--- src/rtl/router_pkg.sv ---
// router_pkg: shared header field positions, FSM encoding and default stall timeout
package router_pkg;
  localparam int ADDR_W = 2;
  localparam int LEN_MSB = 7;
  localparam int LEN_LSB = ADDR_W;
  localparam int LEN_W = LEN_MSB - LEN_LSB + 1;
  localparam int TIMEOUT_DEF = 30;
  typedef enum logic [1:0] {S_HDR, S_BODY, S_PAR} state_e;
endpackage

--- src/rtl/router_pkt_reader_if.sv ---
// router_pkt_reader_if: FIFO read side + destination packet port + statistics of one router output
//  master (reader): fifo_empty/fifo_data/dest_ready in; fifo_rd_en, soft_reset, pkt_*, parity_err, counters out
//  slave  (env)   : the mirror image
interface router_pkt_reader_if #(
  parameter int DW = 8,
  parameter int CNTW = 16
);
  logic fifo_empty;
  logic [DW-1:0] fifo_data;
  logic fifo_rd_en;
  logic soft_reset;
  logic [DW-1:0] pkt_data;
  logic pkt_valid;
  logic pkt_sop;
  logic pkt_eop;
  logic dest_ready;
  logic parity_err;
  logic [CNTW-1:0] pkt_count;
  logic [CNTW-1:0] drop_count;
  modport master (
    input fifo_empty, fifo_data, dest_ready,
    output fifo_rd_en, soft_reset, pkt_data, pkt_valid, pkt_sop, pkt_eop, parity_err, pkt_count, drop_count
  );
  modport slave (
    output fifo_empty, fifo_data, dest_ready,
    input fifo_rd_en, soft_reset, pkt_data, pkt_valid, pkt_sop, pkt_eop, parity_err, pkt_count, drop_count
  );
endinterface

--- src/rtl/router_skid2.sv ---
// router_skid2: 2-entry skid buffer between FIFO read data and the destination port
//  push/din: write one byte; pop: drop head; flush: empty the buffer (wins over push/pop)
//  dout: head byte; occ: number of bytes held (0..2)
module router_skid2 #(
  parameter int DW = 8
) (
  input  logic          clock,
  input  logic          resetn,
  input  logic          push,
  input  logic          pop,
  input  logic          flush,
  input  logic [DW-1:0] din,
  output logic [DW-1:0] dout,
  output logic [1:0]    occ
);
  logic [DW-1:0] mem_q [2];
  logic [DW-1:0] mem_d [2];
  logic rd_q, rd_d, wr_q, wr_d;
  logic [1:0] occ_q, occ_d;
  always_comb begin
    mem_d = mem_q;
    if (push) mem_d[wr_q] = din;
    wr_d = flush ? 1'b0 : wr_q ^ push;
    rd_d = flush ? 1'b0 : rd_q ^ pop;
    occ_d = flush ? 2'd0 : occ_q + {1'b0, push} - {1'b0, pop};
  end
  always_ff @(posedge clock or negedge resetn) begin
    if (!resetn) begin
      mem_q <= '{default: '0};
      rd_q <= 1'b0;
      wr_q <= 1'b0;
      occ_q <= 2'd0;
    end else begin
      mem_q <= mem_d;
      rd_q <= rd_d;
      wr_q <= wr_d;
      occ_q <= occ_d;
    end
  end
  assign dout = mem_q[rd_q];
  assign occ = occ_q;
endmodule

--- src/rtl/router_pkt_reader.sv ---
// router_pkt_reader: drains one router output FIFO, re-frames packets (sop/eop) and checks parity
//  clock/resetn: rising-edge clock, async active-low reset
//  io (master):  FIFO read (fifo_empty, fifo_data, fifo_rd_en, soft_reset),
//                destination port (pkt_data/valid/sop/eop, dest_ready), parity_err, pkt_count, drop_count
module router_pkt_reader
  import router_pkg::*;
#(
  parameter int DW = 8,
  parameter int TIMEOUT = TIMEOUT_DEF,
  parameter int CNTW = 16
) (
  input logic clock,
  input logic resetn,
  router_pkt_reader_if.master io
);
  localparam int SW = $clog2(TIMEOUT + 1);
  state_e state_q, state_d;
  logic [LEN_W-1:0] rem_q, rem_d;
  logic [DW-1:0] par_q, par_d, head;
  logic perr_q, perr_d, soft_reset_q, soft_reset_d, inflight_q, inflight_d;
  logic [CNTW-1:0] pkt_cnt_q, pkt_cnt_d, drop_cnt_q, drop_cnt_d;
  logic [SW-1:0] stall_q, stall_d;
  logic [1:0] occ;
  logic valid, accept, stall, timeout, rd_en;
  router_skid2 #(.DW(DW)) u_skid (
    .clock(clock), .resetn(resetn), .push(inflight_q), .pop(accept), .flush(timeout),
    .din(io.fifo_data), .dout(head), .occ(occ)
  );
  // Read credit counts occupancy net of this cycle's pop, so a steady 1 byte/cycle stream
  // keeps issuing while the skid never overflows when the in-flight byte lands.
  // A read issued in the timeout cycle is dropped along with the flushed skid.
  always_comb begin
    valid = occ != 2'd0;
    accept = valid & io.dest_ready;
    stall = valid & ~io.dest_ready;
    timeout = stall & (stall_q == SW'(TIMEOUT - 1));
    rd_en = resetn & ~io.fifo_empty & ~soft_reset_q & ((occ - {1'b0, accept} + {1'b0, inflight_q}) < 2'd2);
    inflight_d = rd_en & ~timeout;
    soft_reset_d = timeout;
    stall_d = stall ? stall_q + SW'(1) : '0;
    state_d = state_q;
    rem_d = rem_q;
    par_d = par_q;
    perr_d = 1'b0;
    pkt_cnt_d = pkt_cnt_q;
    drop_cnt_d = drop_cnt_q;
    if (timeout) begin
      state_d = S_HDR;
      drop_cnt_d = drop_cnt_q + CNTW'(1);
    end else if (accept) begin
      case (state_q)
        S_HDR: begin
          rem_d = head[LEN_MSB:LEN_LSB];
          par_d = head;
          state_d = (head[LEN_MSB:LEN_LSB] != '0) ? S_BODY : S_PAR;
        end
        S_BODY: begin
          rem_d = rem_q - LEN_W'(1);
          par_d = par_q ^ head;
          state_d = (rem_q == LEN_W'(1)) ? S_PAR : S_BODY;
        end
        S_PAR: begin
          perr_d = head != par_q;
          pkt_cnt_d = pkt_cnt_q + CNTW'(1);
          state_d = S_HDR;
        end
        default: state_d = S_HDR;
      endcase
    end
  end
  always_ff @(posedge clock or negedge resetn) begin
    if (!resetn) begin
      state_q <= S_HDR;
      rem_q <= '0;
      par_q <= '0;
      perr_q <= 1'b0;
      soft_reset_q <= 1'b0;
      inflight_q <= 1'b0;
      pkt_cnt_q <= '0;
      drop_cnt_q <= '0;
      stall_q <= '0;
    end else begin
      state_q <= state_d;
      rem_q <= rem_d;
      par_q <= par_d;
      perr_q <= perr_d;
      soft_reset_q <= soft_reset_d;
      inflight_q <= inflight_d;
      pkt_cnt_q <= pkt_cnt_d;
      drop_cnt_q <= drop_cnt_d;
      stall_q <= stall_d;
    end
  end
  assign io.fifo_rd_en = rd_en;
  assign io.soft_reset = soft_reset_q;
  assign io.pkt_data = head;
  assign io.pkt_valid = valid;
  assign io.pkt_sop = valid & (state_q == S_HDR);
  assign io.pkt_eop = valid & (state_q == S_PAR);
  assign io.parity_err = perr_q;
  assign io.pkt_count = pkt_cnt_q;
  assign io.drop_count = drop_cnt_q;
endmodule

--- src/flat_wrapper.sv ---
// flat-port wrapper written by rule: the top's interface ports become plain ports
module router_pkt_reader_flat import router_pkg::*;
#(
  parameter int DW = 8,
  parameter int TIMEOUT = TIMEOUT_DEF,
  parameter int CNTW = 16
)
  (clock, resetn, io_fifo_empty, io_fifo_data, io_dest_ready, io_fifo_rd_en, io_soft_reset, io_pkt_data, io_pkt_valid, io_pkt_sop, io_pkt_eop, io_parity_err, io_pkt_count, io_drop_count);
  router_pkt_reader_if #(.DW(DW), .CNTW(CNTW)) io_i ();
  input logic clock;
  input logic resetn;
  input wire logic [$bits(io_i.fifo_empty)-1:0] io_fifo_empty;
  input wire logic [$bits(io_i.fifo_data)-1:0] io_fifo_data;
  input wire logic [$bits(io_i.dest_ready)-1:0] io_dest_ready;
  output wire logic [$bits(io_i.fifo_rd_en)-1:0] io_fifo_rd_en;
  output wire logic [$bits(io_i.soft_reset)-1:0] io_soft_reset;
  output wire logic [$bits(io_i.pkt_data)-1:0] io_pkt_data;
  output wire logic [$bits(io_i.pkt_valid)-1:0] io_pkt_valid;
  output wire logic [$bits(io_i.pkt_sop)-1:0] io_pkt_sop;
  output wire logic [$bits(io_i.pkt_eop)-1:0] io_pkt_eop;
  output wire logic [$bits(io_i.parity_err)-1:0] io_parity_err;
  output wire logic [$bits(io_i.pkt_count)-1:0] io_pkt_count;
  output wire logic [$bits(io_i.drop_count)-1:0] io_drop_count;
  assign io_i.fifo_empty = io_fifo_empty;
  assign io_i.fifo_data = io_fifo_data;
  assign io_i.dest_ready = io_dest_ready;
  assign io_fifo_rd_en = io_i.fifo_rd_en;
  assign io_soft_reset = io_i.soft_reset;
  assign io_pkt_data = io_i.pkt_data;
  assign io_pkt_valid = io_i.pkt_valid;
  assign io_pkt_sop = io_i.pkt_sop;
  assign io_pkt_eop = io_i.pkt_eop;
  assign io_parity_err = io_i.parity_err;
  assign io_pkt_count = io_i.pkt_count;
  assign io_drop_count = io_i.drop_count;
  router_pkt_reader #(.DW(DW), .TIMEOUT(TIMEOUT), .CNTW(CNTW)) u_core (.clock(clock), .resetn(resetn), .io(io_i));
endmodule
--- config.mk ---
export PLATFORM = sky130hd
export DESIGN_NAME = router_pkt_reader_flat
export DESIGN_NICKNAME = d
export VERILOG_FILES = /design/src/rtl/router_pkg.sv /design/src/rtl/router_pkt_reader_if.sv /design/src/rtl/router_skid2.sv /design/src/rtl/router_pkt_reader.sv /design/src/flat_wrapper.sv
export SDC_FILE = /design/constraint.sdc
export NUM_CORES = 1
export LEC_CHECK = 0
export CAP_MARGIN = 20
export CELL_PAD_IN_SITES_DETAIL_PLACEMENT = 1
export CELL_PAD_IN_SITES_GLOBAL_PLACEMENT = 1
export CORE_ASPECT_RATIO = 1.4
export CORE_MARGIN = 2
export CORE_UTILIZATION = 38
export DETAILED_ROUTE_END_ITERATION = 8
export PLACE_DENSITY_LB_ADDON = 0.3
export SETUP_SLACK_MARGIN = 0.05
export SYNTH_ARGS = -nofsm -noshare
export SYNTH_HDL_FRONTEND = slang
export SYNTH_SLANG_ARGS = --single-unit
--- constraint.sdc ---
create_clock -name clock -period 3.1 [get_ports clock]
set_input_delay 0.93 -clock clock [delete_from_list [all_inputs] [get_ports clock]]
set_output_delay 0.93 -clock clock [all_outputs]
set_load 0.01 [all_outputs]
==> results.md, run 1 <==
- Clock skew: 0.00666 ns
- DIE AREA: 10500 um2
- Avg Inst Size Synth: 11.1 um2
- Synth cell count leaders: 76 x dfrtp_1, 30 x xnor2_1, 22 x mux2_2
- Synthesized Nets: 352
- CTS clk-pin slew, worst paths: 0.06 ns
- Synth Warn #: 0
- # setup viols final: 1
- Iteration-0 DRC Markers: 81
- First-pass GRT wire length: 14.7 mm
- Die width: 87.0 um
- Clock H-tree levels: 3
- Final period util: 102%
- Crit path arrival time: 2.24 ns
- Worst r2r src: u_core.u_skid.occ[1]
- Placer's final routability congestion estimate: 0.803
- RSZ-0062 raised after global routing: true
- Ant diodes: 0
- Core footprint: 9410 um2
- Largest area contributor in the netlist: dfrtp_1
- Routing usage on met1: a little under a quarter
- CTS tree: done
- Grt total ovfl: 0
- Initial antenna violation count: 0
- Pin count of the biggest net entering global routing: 48
- Power per cell area: 946 nW/um2
- Most common cell in the synthesized netlist: dfrtp_1
- WL final: 8.86 mm
- Final Hold Vio Count: 0
- Clock Sinks: 76
- Lkg Pwr: 2.06 nW
- Setup TNS: -0.0727 ns
- Ports: 58
- Max Cap Viol: 0
- Hold Crit Class: register to register
- Post-route ant nets: 0
- Layout area overhead: 30.9%
- GR Layer Usage met2: 29.9%
- Gr usage total: 18.2%
- Mapped Cells: 330
- Tmin final: 3.17 ns
- Max IR drop VDD: 0.441 mV
- Clock Root Buffer: clkbuf_16
- Via/cell ratio: 5.35
- Crit path max-delay family: adder cells
- Clk Latency, worst-skew pair: 0.34 ns
- TritonCTS Buffers: 9
- Vias: about 2800
- Synth unique cells: between 40 and 50
- Crit-path slowest cell: ha_4
- Failing checks: setup timing
- DRC: 0
- PortBufs: 57
- Critical path required time: around 2.2 ns
- Post-synth ARST share: 100%
- Critical Path, Cell by Cell: buf_8 -> o21ai_4 -> inv_2 -> ha_4 -> inv_2 -> ha_4 -> xor2_2 -> xnor2_2 -> and3_1 -> buf_2
- Starting density of the core: 39.0%
- First-pass iteration count of the detailed router: 4
- Critical Path Sink Type: primary output
- Layout cells sized above 1: between 10% and 20%
- Delay of the slowest cell on the worst path: 0.26 ns
- EDFF count, synth: 0
- Yosys reg bits: 76
- Max Transition Viols Final: 0
- Row count: 42
- Hold Startpoint: u_core.io.pkt_count[15]
- Clock buffer depth: 2
- Synth top area cells: dfrtp_1 52%, xnor2_1 7.2%, mux2_2 6.8%, ha_1 3.4%, xor2_1 3.1%
- Die H: 120 um
- Slew Limit Headroom: between 50% and 60%
- Startpoint types: input port
- Vias in the first global route: 2956
- Worst Setup Path Type: input port to primary output
- Worst path bufs/invs: 4
- Cell Area, Synth: 3670 um2
- Met3 GRT Util: 3.28%
- Crit. Startpoint: io_dest_ready
- Nets: 425
- Final worst slack: -0.0727 ns
- Routed WL per cell: around 17 um
- Post-synth top flop: dfrtp_1
- Slew at the pin with the worst max-slew slack: around 0.63 ns
- Tot Pwr: 4.54 mW
- Hpwl dp: 6.12 mm
- Max Freq: 0.315 GHz
- Most Used Layer, Global Route: met2
- Crit Path Max Fanout: 2
- Outcome: finished with violations
- Top-area cell type share of the netlist area: around half
- Register area share after synthesis: 51.9%
[logic make-up (layout without fill, tap and decap cells)]
group	after synthesis	count (layout)	synth area share, %
simple gates	105	105	16.2
flops	76	76	51.9
compound gates	47	47	7.34
xor+xnor	43	43	10.3
mux	27	27	8.46
buf+inv	22	98	2.42
fa+ha+maj	10	10	3.41
[repair_timing]
action / 4_1_cts / 5_1_grt
pin swaps: 4 / 4
hold buffers: 0 / 0
resized for setup: 10 / 9
buffers inserted: 5 / 1
endpoints found under the setup margin: 1 / 1
[metrics by stage]
stage / hold WS [ns] / setup slack, ns / area (um2) / cells / utilization, %
final: 0.468 / -0.0727 / 4800 / 516 / 51.0
after global routing: 0.481 / -0.160 / 4800 / 516 / 51.0
after CTS: 0.474 / -0.203 / 4740 / 515 / 50.4
after detailed placement: 0.462 / -0.967 / 4400 / 496 / 46.8
after global placement: 0.458 / -0.948 / 4400 / 496 / 46.8
after floorplan: 0.455 / 0.0664 / 3670 / 330 / -
[metal layers]
layer  routed length, um  vias to the layer above
met4                 162                        0
met3                 235                       11
li1                    -                     1301
met5                   0                        -
met2                4590                       39
met1                3870                     1409
[final timing paths]
path / to / cells after the start / slack, ns
min reg2reg: u_core.io.pkt_count[15] / 1 / 0.47
min in group asynchronous: u_core.u_skid.mem_q[6] / 2 / 0.65
max in group asynchronous: u_core.io.drop_count[7] / 3 / 1.49
max: io_fifo_rd_en / 10 / -0.07
min: u_core.io.pkt_count[15] / 1 / 0.47
max reg2reg: u_core.u_skid.occ[1] / 13 / 0.92
[worst reg2reg max path, stage by stage, from the launching register on]
cell and delay, ns:
dfrtp_1 0.41, o21ai_4 0.17, inv_2 0.06, ha_4 0.26, inv_2 0.04, ha_4 0.15
xor2_2 0.15, xnor2_2 0.15, buf_4 0.14, buf_4 0.12, buf_4 0.13, buf_4 0.12
buf_4 0.12, nor2_1 0.10
[cell type report]
| type | instances | area, um2 |
|---|---|---|
| fill | 986 | 4610 |
| sequential | 76 | 1900 |
| multi-input combinational | 232 | 1730 |
| timing repair buffer | 72 | 681 |
| clock buffer | 9 | 225 |
| tap | 110 | 138 |
| clock inverter | 5 | 78.8 |
| inverter | 12 | 45.0 |
[where the power goes]
part	leakage [nW]	switching [mW]	internal, mW
Combinational	0.924	0.925	0.960
Clock	0.151	0.403	0.694
Sequential	0.983	0.282	1.27
[sequential cells by signal, summed over array words and instances (netlist names)]
name	cells
u_core.rem_q	6
u_core.u_skid.occ	2
u_core.state_q	2
u_core.io.soft_reset	1
u_core.io.drop_count	16
u_core.u_skid.wr_q	1
u_core.inflight_q	1
u_core.io.pkt_count	16
u_core.u_skid.mem_q	16
u_core.io.parity_err	1
u_core.u_skid.rd_q	1
u_core.stall_q	5
u_core.par_q	8
[placed cells by master, fill, tap and decap left out, types with 3 or more instances in the layout]
| master | instances |
|---|---|
| dfrtp_1 | 76 |
| clkdlybuf4s50_1 | 54 |
| xnor2_1 | 29 |
| mux2_2 | 22 |
| a21oi_1 | 21 |
| nand3_1 | 20 |
| nand2_1 | 16 |
| buf_4 | 16 |
| nand4_1 | 15 |
| nor2_1 | 14 |
| xor2_1 | 12 |
| clkbuf_16 | 9 |
| inv_1 | 8 |
| o21ai_0 | 8 |
| ha_1 | 8 |
| and3_1 | 7 |
| nor3_1 | 7 |
| o21ai_1 | 7 |
| inv_2 | 4 |
| and2_1 | 4 |
| nor2b_1 | 3 |
| nor4_1 | 3 |
| or3_1 | 3 |
Note: power is estimated with default switching activity, not from simulation.
==> inputs of run 2 (changes only) <==
--- a/constraint.sdc
+++ b/constraint.sdc
@@ -3,2 +3,2 @@
 set_output_delay 0.93 -clock clock [all_outputs]
-set_load 0.01 [all_outputs]
+set_load 0.02 [all_outputs]
==> run 2 against run 1 <==
Effect of this change:
- register-to-register slack better by 0.23 ns
- sequential power about the same
- first-iteration DRC count up 33%
- non-clock buffer count down 4
- cell area down 0.89%
- fmax down 4.0%
- highest routed layer unchanged
- combinational power about the same
- the run still ends with setup timing left
- setup slack worse by 0.13 ns
==> results.md, run 2 (synthesized netlist as in run 1, its figures left out) <==
- Crit. Startpoint: io_dest_ready (unchanged)
- Row count: 42 (unchanged)
- Hold Crit Class: register to register (unchanged)
- PortBufs: 57 (unchanged)
- R2R Setup Slk: 1.15 ns (was 0.92 ns)
- Worst r2r src: u_core.u_skid.occ[1] (unchanged)
- Pre-CTS WS: -1.15 ns (was -0.967 ns)
- CTS tree: done (unchanged)
- Worst Setup Path Type: input port to primary output (unchanged)
- Lkg Pwr: 2.03 nW (was 2.06 nW)
- Clock Sinks: 76 (unchanged)
- Outcome: finished with violations (unchanged)
- Failing checks: setup timing (unchanged)
- Max IR drop VDD: 0.510 mV (was 0.441 mV)
- DRC: 0 (unchanged)
- DIE AREA: 10500 um2 (unchanged)
- Critical Path, Cell by Cell: buf_6 -> o21ai_4 -> inv_2 -> ha_4 -> inv_2 -> ha_4 -> xor2_2 -> xnor2_2 -> and3_4 -> buf_6 (was buf_8 -> o21ai_4 -> inv_2 -> ha_4 -> inv_2 -> ha_4 -> xor2_2 -> xnor2_2 -> and3_1 -> buf_2)
- RSZ-0062 raised after global routing: true (unchanged)
- Slew at the pin with the worst max-slew slack: 0.733 ns (was 0.629 ns)
- Power per cell area: 936 nW/um2 (was 946 nW/um2)
- Max Transition Viols Final: 0 (unchanged)
- Ant diodes: 0 (unchanged)
- Die H: 120 um (unchanged)
- Initial antenna violation count: 0 (unchanged)
- Final worst slack: -0.204 ns (was -0.0727 ns)
- Gr usage total: 18.0% (was 18.2%)
- Worst reg2reg endpoint: u_core.inflight_q (was u_core.u_skid.occ[1])
- Post-CTS Hold Buffers: 0 (unchanged)
- Delay of the slowest cell on the worst path: 0.26 ns (about the same)
- Iteration-0 DRC Markers: 108 (was 81)
- Clock buffer depth: 2 (unchanged)
- CTS clk-pin slew, worst paths: 0.06 ns (about the same)
- Pin count of the biggest net entering global routing: 58 (was 48)
- Layout area overhead: 29.7% (was 30.9%)
- # fillers: 1006 (was 986)
- Grt total ovfl: 0 (unchanged)
- Reg2reg path depth: 9 (was 13)
- Crit path arrival time: 2.37 ns (was 2.24 ns)
- Ports: 58 (unchanged)
- Final Hold Vio Count: 0 (unchanged)
- Die width: 87.0 um (unchanged)
- Critical path required time: 2.17 ns (about the same)
- Clock skew: 0.00541 ns (was 0.00666 ns)
- Layout cells sized above 1: 17.4% (was 17.7%)
- # setup viols final: 1 (unchanged)
- Via/cell ratio: 5.43 (was 5.35)
- Multi-input gate area: 1740 um2 (was 1730 um2)
- TritonCTS Buffers: 9 (unchanged)
- First-pass GRT wire length: 14.5 mm (was 14.7 mm)
- Setup TNS: -0.204 ns (was -0.0727 ns)
- Clk Latency, worst-skew pair: 0.33 ns (was 0.34 ns)
- Routed WL per cell: 16.8 um (was 17.2 um)
- Core footprint: 9410 um2 (unchanged)
- Startpoint types: input port (unchanged)
- Hpwl dp: 6.03 mm (was 6.12 mm)
- Commonest non-fill, non-tap cell in the layout: dfrtp_1 (unchanged)
- Seq. cell area: 1900 um2 (about the same)
- First-pass iteration count of the detailed router: 4 (unchanged)
- Final Hold Slack: 0.465 ns (was 0.468 ns)
- Post-route ant nets: 0 (unchanged)
- Tot Pwr: 4.45 mW (was 4.54 mW)
- Slew Limit Headroom: 51.1% (was 58.1%)
- Max Cap Viol: 0 (unchanged)
- Nets: 421 (was 425)
- Clock H-tree levels: 3 (unchanged)
- Crit path max-delay family: XOR/XNOR gates (was adder cells)
- WL final: 8.63 mm (was 8.86 mm)
- Tmin final: 3.30 ns (was 3.17 ns)
- Clock Root Buffer: clkbuf_16 (unchanged)
- Crit-path slowest cell: ha_4 (unchanged)
- Max Freq: 0.303 GHz (was 0.315 GHz)
- Most frequent cells in the layout: 75 x dfrtp_1, 54 x clkdlybuf4s50_1, 29 x xnor2_1 (was 76 x dfrtp_1, 54 x clkdlybuf4s50_1, 29 x xnor2_1)
- Vias in the first global route: 2918 (was 2956)
- Starting density of the core: 39.0% (unchanged)
- Crit path capture: io_fifo_rd_en (unchanged)
- Worst path bufs/invs: 4 (unchanged)
- Final period util: 107% (was 102%)
- Critical Path Sink Type: primary output (unchanged)
- Crit path depth: 10 (unchanged)
- Placer's final routability congestion estimate: 0.799 (was 0.803)
- Crit Path Max Fanout: 2 (unchanged)
- Vias: 2787 (was 2760)
==> run 2: cell count changes in the layout (fill, tap and decap cells not counted), sizes merged <==
cell and delta:
buf -4, bufinv -1, clkinv +1, clkbuf +1
==> run 2: worst min path at each step <==
stage	start	to	slack, ns	cells after the start
after floorplan	u_core.rem_q[5]	u_core.rem_q[5]	0.46	2
after global placement	u_core.io.pkt_count[15]	u_core.io.pkt_count[15]	0.46	1
after detailed placement	u_core.io.pkt_count[15]	u_core.io.pkt_count[15]	0.47	1
after CTS	u_core.io.pkt_count[15]	u_core.io.pkt_count[15]	0.47	1
after global routing	u_core.io.pkt_count[15]	u_core.io.pkt_count[15]	0.49	1
final	u_core.io.pkt_count[15]	u_core.io.pkt_count[15]	0.47	1
==> run 2: final cells by class <==
cell class | count | share of cell area, %
Timing Repair Buffer | 68 | 13.7
Sequential cell | 76 | 40.0
Inverter | 12 | 0.947
Tap cell | 110 | 2.89
Clock inverter | 5 | 1.13
Multi-Input combinational cell | 232 | 36.5
Clock buffer | 10 | 4.81
==> run 2: worst reg2reg max path: stages (launching register included) <==
cell	delay, ns
dfrtp_1	0.41
o21ai_4	0.17
inv_2	0.07
ha_4	0.26
inv_2	0.04
ha_4	0.15
xor2_2	0.16
xnor2_2	0.26
and3_4	0.25
nor2b_1	0.12
==> run 2: repair_timing <==
action | 4_1_cts | 5_1_grt
pin swaps | 2 | 0
buffers inserted | 1 | 0
gates resized for setup | 18 | 2
setup endpoints to repair | 1 | 5
cloned | 0 | 0
==> run 2: power breakdown <==
| part | internal, mW | leakage, nW | total (mW) | switching (mW) |
|---|---|---|---|---|
| clock | 0.616 | 0.142 | 1.02 | 0.403 |
| sequential | 1.28 | 0.982 | 1.55 | 0.277 |
| combinational | 0.886 | 0.904 | 1.88 | 0.996 |
==> run 2: layer usage <==
layer	vias up	global-route usage (%)	part of all wire, %
met4	0	6.74	1.6
met1	1439	23.6	45
li1	1296	-	-
met3	10	3.82	2.7
met5	-	0	0
met2	42	28.9	51
==> run 2: stage by stage <==
step,util [%],cells,instance area [um2]
2_1_floorplan,-,330,3680
3_3_place_gp,47.0,497,4420
3_5_place_dp,47.0,497,4420
4_1_cts,50.5,513,4750
5_1_grt,50.6,513,4760
6_report,50.6,513,4760
==> inputs of run 3 (changes only) <==
Settings changed: CORE_MARGIN 2 to 8, SLEW_MARGIN set to 20.
==> run 3 against run 2 <==
Effect of this change:
- the run still ends with setup timing left
- wire length up 4.0%
- global-route usage decreased by 3.2 points
- clock skew is 0.0020 ns higher
- utilization is essentially flat
- largest cell class unchanged
- critical path type unchanged
- via count fell by 1.4%
- non-clock buffer count decreased by 1
- combinational power down 2%
- setup slack better by 0.060 ns
==> results.md, run 3 (synthesized netlist as in run 1, its figures left out) <==
- TritonCTS Buffers: 9 (unchanged)
- CTS tree: done (unchanged)
- First-pass GRT wire length: 15.4 mm (was 14.5 mm)
- Hold Crit Class: register to register (unchanged)
- Critical path required time: 2.17 ns (about the same)
- First-pass iteration count of the detailed router: 4 (unchanged)
- Pin count of the biggest net entering global routing: 40 (was 58)
- Die width: 99.0 um (was 87.0 um)
- Routed WL per cell: 17.5 um (was 16.8 um)
- DIE AREA: 13100 um2 (was 10500 um2)
- Routing usage on met1: 17.4% (was 23.6%)
- Multi-input gate area: 1740 um2 (unchanged)
- Vias: 2748 (was 2787)
- Clock H-tree levels: 3 (unchanged)
- Via/cell ratio: 5.37 (was 5.43)
- Clock Sinks: 76 (unchanged)
- Starting density of the core: 39.0% (unchanged)
- Clk Latency, worst-skew pair: 0.33 ns (about the same)
- Nets: 420 (was 421)
- Slew at the pin with the worst max-slew slack: 0.501 ns (was 0.733 ns)
- Most frequent cells in the layout: 75 x dfrtp_1, 54 x clkdlybuf4s50_1, 29 x xnor2_1 (unchanged)
- Clock Root Buffer: clkbuf_16 (unchanged)
- Iteration-0 DRC Markers: 77 (was 108)
- WL final: 8.97 mm (was 8.63 mm)
- Crit Path Max Fanout: 2 (unchanged)
- Max Freq: 0.308 GHz (was 0.303 GHz)
- Lkg Pwr: 2.03 nW (about the same)
- Critical Path, Cell by Cell: buf_6 -> o21ai_4 -> inv_2 -> ha_4 -> inv_4 -> ha_4 -> xor2_2 -> xnor2_2 -> and3_4 -> buf_6 (was buf_6 -> o21ai_4 -> inv_2 -> ha_4 -> inv_2 -> ha_4 -> xor2_2 -> xnor2_2 -> and3_4 -> buf_6)
- Tmin final: 3.24 ns (was 3.30 ns)
- Outcome: finished with violations (unchanged)
- Placed cell areas: 4420 um2 (unchanged)
- Hpwl dp: 6.54 mm (was 6.03 mm)
- Placer's final routability congestion estimate: 0.784 (was 0.799)
- Slew Limit Headroom: 66.6% (was 51.1%)
- Critical Path Sink Type: primary output (unchanged)
- # fillers: 996 (was 1006)
- Row count: 42 (unchanged)
- Crit-path slowest cell: ha_4 (unchanged)
- Clock buffer depth: 2 (unchanged)
- CTS clk-pin slew, worst paths: 0.06 ns (about the same)
- Post-CTS Hold Buffers: 0 (unchanged)
- DRC: 0 (unchanged)
- PortBufs: 57 (unchanged)
- Layout cells sized above 1: 17.2% (was 17.4%)
- Power per cell area: 924 nW/um2 (was 936 nW/um2)
- Placed Cells: 497 (unchanged)
- # setup viols final: 1 (unchanged)
- RSZ-0062 raised after global routing: true (unchanged)
- Die H: 132 um (was 120 um)
- Final Hold Vio Count: 0 (unchanged)
- Met3 GRT Util: 2.96% (was 3.82%)
- Delay of the slowest cell on the worst path: 0.27 ns (was 0.26 ns)
- Seq. cell area: 1900 um2 (unchanged)
- Most Used Layer, Global Route: met2 (unchanged)
- Failing checks: setup timing (unchanged)
- Ant diodes: 0 (unchanged)
- Startpoint types: input port (unchanged)
- Grt total ovfl: 0 (unchanged)
- GR Layer Usage met2: 24.5% (was 28.9%)
- Max Transition Viols Final: 0 (unchanged)
- Non-filler cells, final: 512 (was 513)
- Commonest non-fill, non-tap cell in the layout: dfrtp_1 (unchanged)
- Final Util: 50.6% (about the same)
- Final worst slack: -0.144 ns (was -0.204 ns)
- Max Cap Viol: 0 (unchanged)
- Clock skew: 0.00739 ns (was 0.00541 ns)
- Final period util: 105% (was 107%)
- Initial antenna violation count: 0 (unchanged)
- Gr usage total: 14.8% (was 18.0%)
- Max IR drop VDD: 0.307 mV (was 0.510 mV)
- Ports: 58 (unchanged)
- Post-route ant nets: 0 (unchanged)
- Crit path arrival time: 2.31 ns (was 2.37 ns)
- Core footprint: 9410 um2 (unchanged)
- Worst Setup Path Type: input port to primary output (unchanged)
- Post-CTS Setup Bufs: 0 (was 1)
- Layout area overhead: 29.8% (was 29.7%)
- Vias in the first global route: 2995 (was 2918)
- Finished Cell Area: 4760 um2 (about the same)
## run 3: cell count changes in the layout (fill, tap and decap cells not counted)
cell	before	now
buf_4	12	11
inv_4	0	1
clkinv_2	3	1
inv_2	4	3
clkinv_4	1	0
bufinv_16	1	0
clkbuf_8	0	4
## run 3: layout make-up
class                   instances  area share [%]
multi-input cells             232            36.5
clock inverters                 1           0.105
well taps                     110            2.89
repair buffers                 67            13.6
flip-flops and latches         76            40.0
clock buffers                  14            5.97
inverters                      12           0.999
## run 3: report_power, final
part	leakage [nW]	switching [mW]	internal, mW
combinational	0.899	0.976	0.867
sequential	0.982	0.273	1.28
clock	0.145	0.380	0.624
total	2.03	1.63	2.77
## run 3: what timing repair did
item,4_1_cts,5_1_grt
endpoints found under the setup margin,1,6
pin swaps,5,0
hold endpoints to repair,0,0
resized for setup,18,4
## run 3: per-layer routing
layer	vias to the layer above	wire [um]
met2	43	4670
met1	1398	3780
li1	1293	-
met3	14	284
met5	-	0
met4	0	241
## run 3: final timing paths
path                       slack (ns)                      end                     from  cells past startpoint
hold reg to reg                  0.47  u_core.io.pkt_count[15]  u_core.io.pkt_count[15]                      1
hold / removal                   0.47  u_core.io.pkt_count[15]  u_core.io.pkt_count[15]                      1
max in group asynchronous        1.48       u_core.u_skid.rd_q                   resetn                      3
setup reg to reg                 1.12        u_core.state_q[0]        u_core.state_q[0]                      5
setup / recovery                -0.14            io_fifo_rd_en            io_dest_ready                     10
min in group asynchronous        0.71          u_core.rem_q[2]                   resetn                      2
## run 3: critical path: cells and delay by family
kind / cells / cell delay, ns
AO/OA/AOI/OAI: 1 / 0.06
XOR/XNOR: 2 / 0.37
adder cells (fa/ha/maj): 2 / 0.42
buffers and inverters: 4 / 0.31
AND/OR/NAND/NOR: 1 / 0.22
## run 3: through the flow
stage | total power [mW] | setup TNS [ns] | hold WS (ns) | worst slack, ns
6_report | 4.40 | -0.144 | 0.472 | -0.144
5_1_grt | 4.69 | -0.200 | 0.511 | -0.200
4_1_cts | 4.42 | -0.198 | 0.478 | -0.198
3_5_place_dp | 3.34 | -1.12 | 0.469 | -1.12
3_3_place_gp | 3.25 | -1.11 | 0.460 | -1.11
2_1_floorplan | 2.70 | 0 | 0.455 | 0.0604
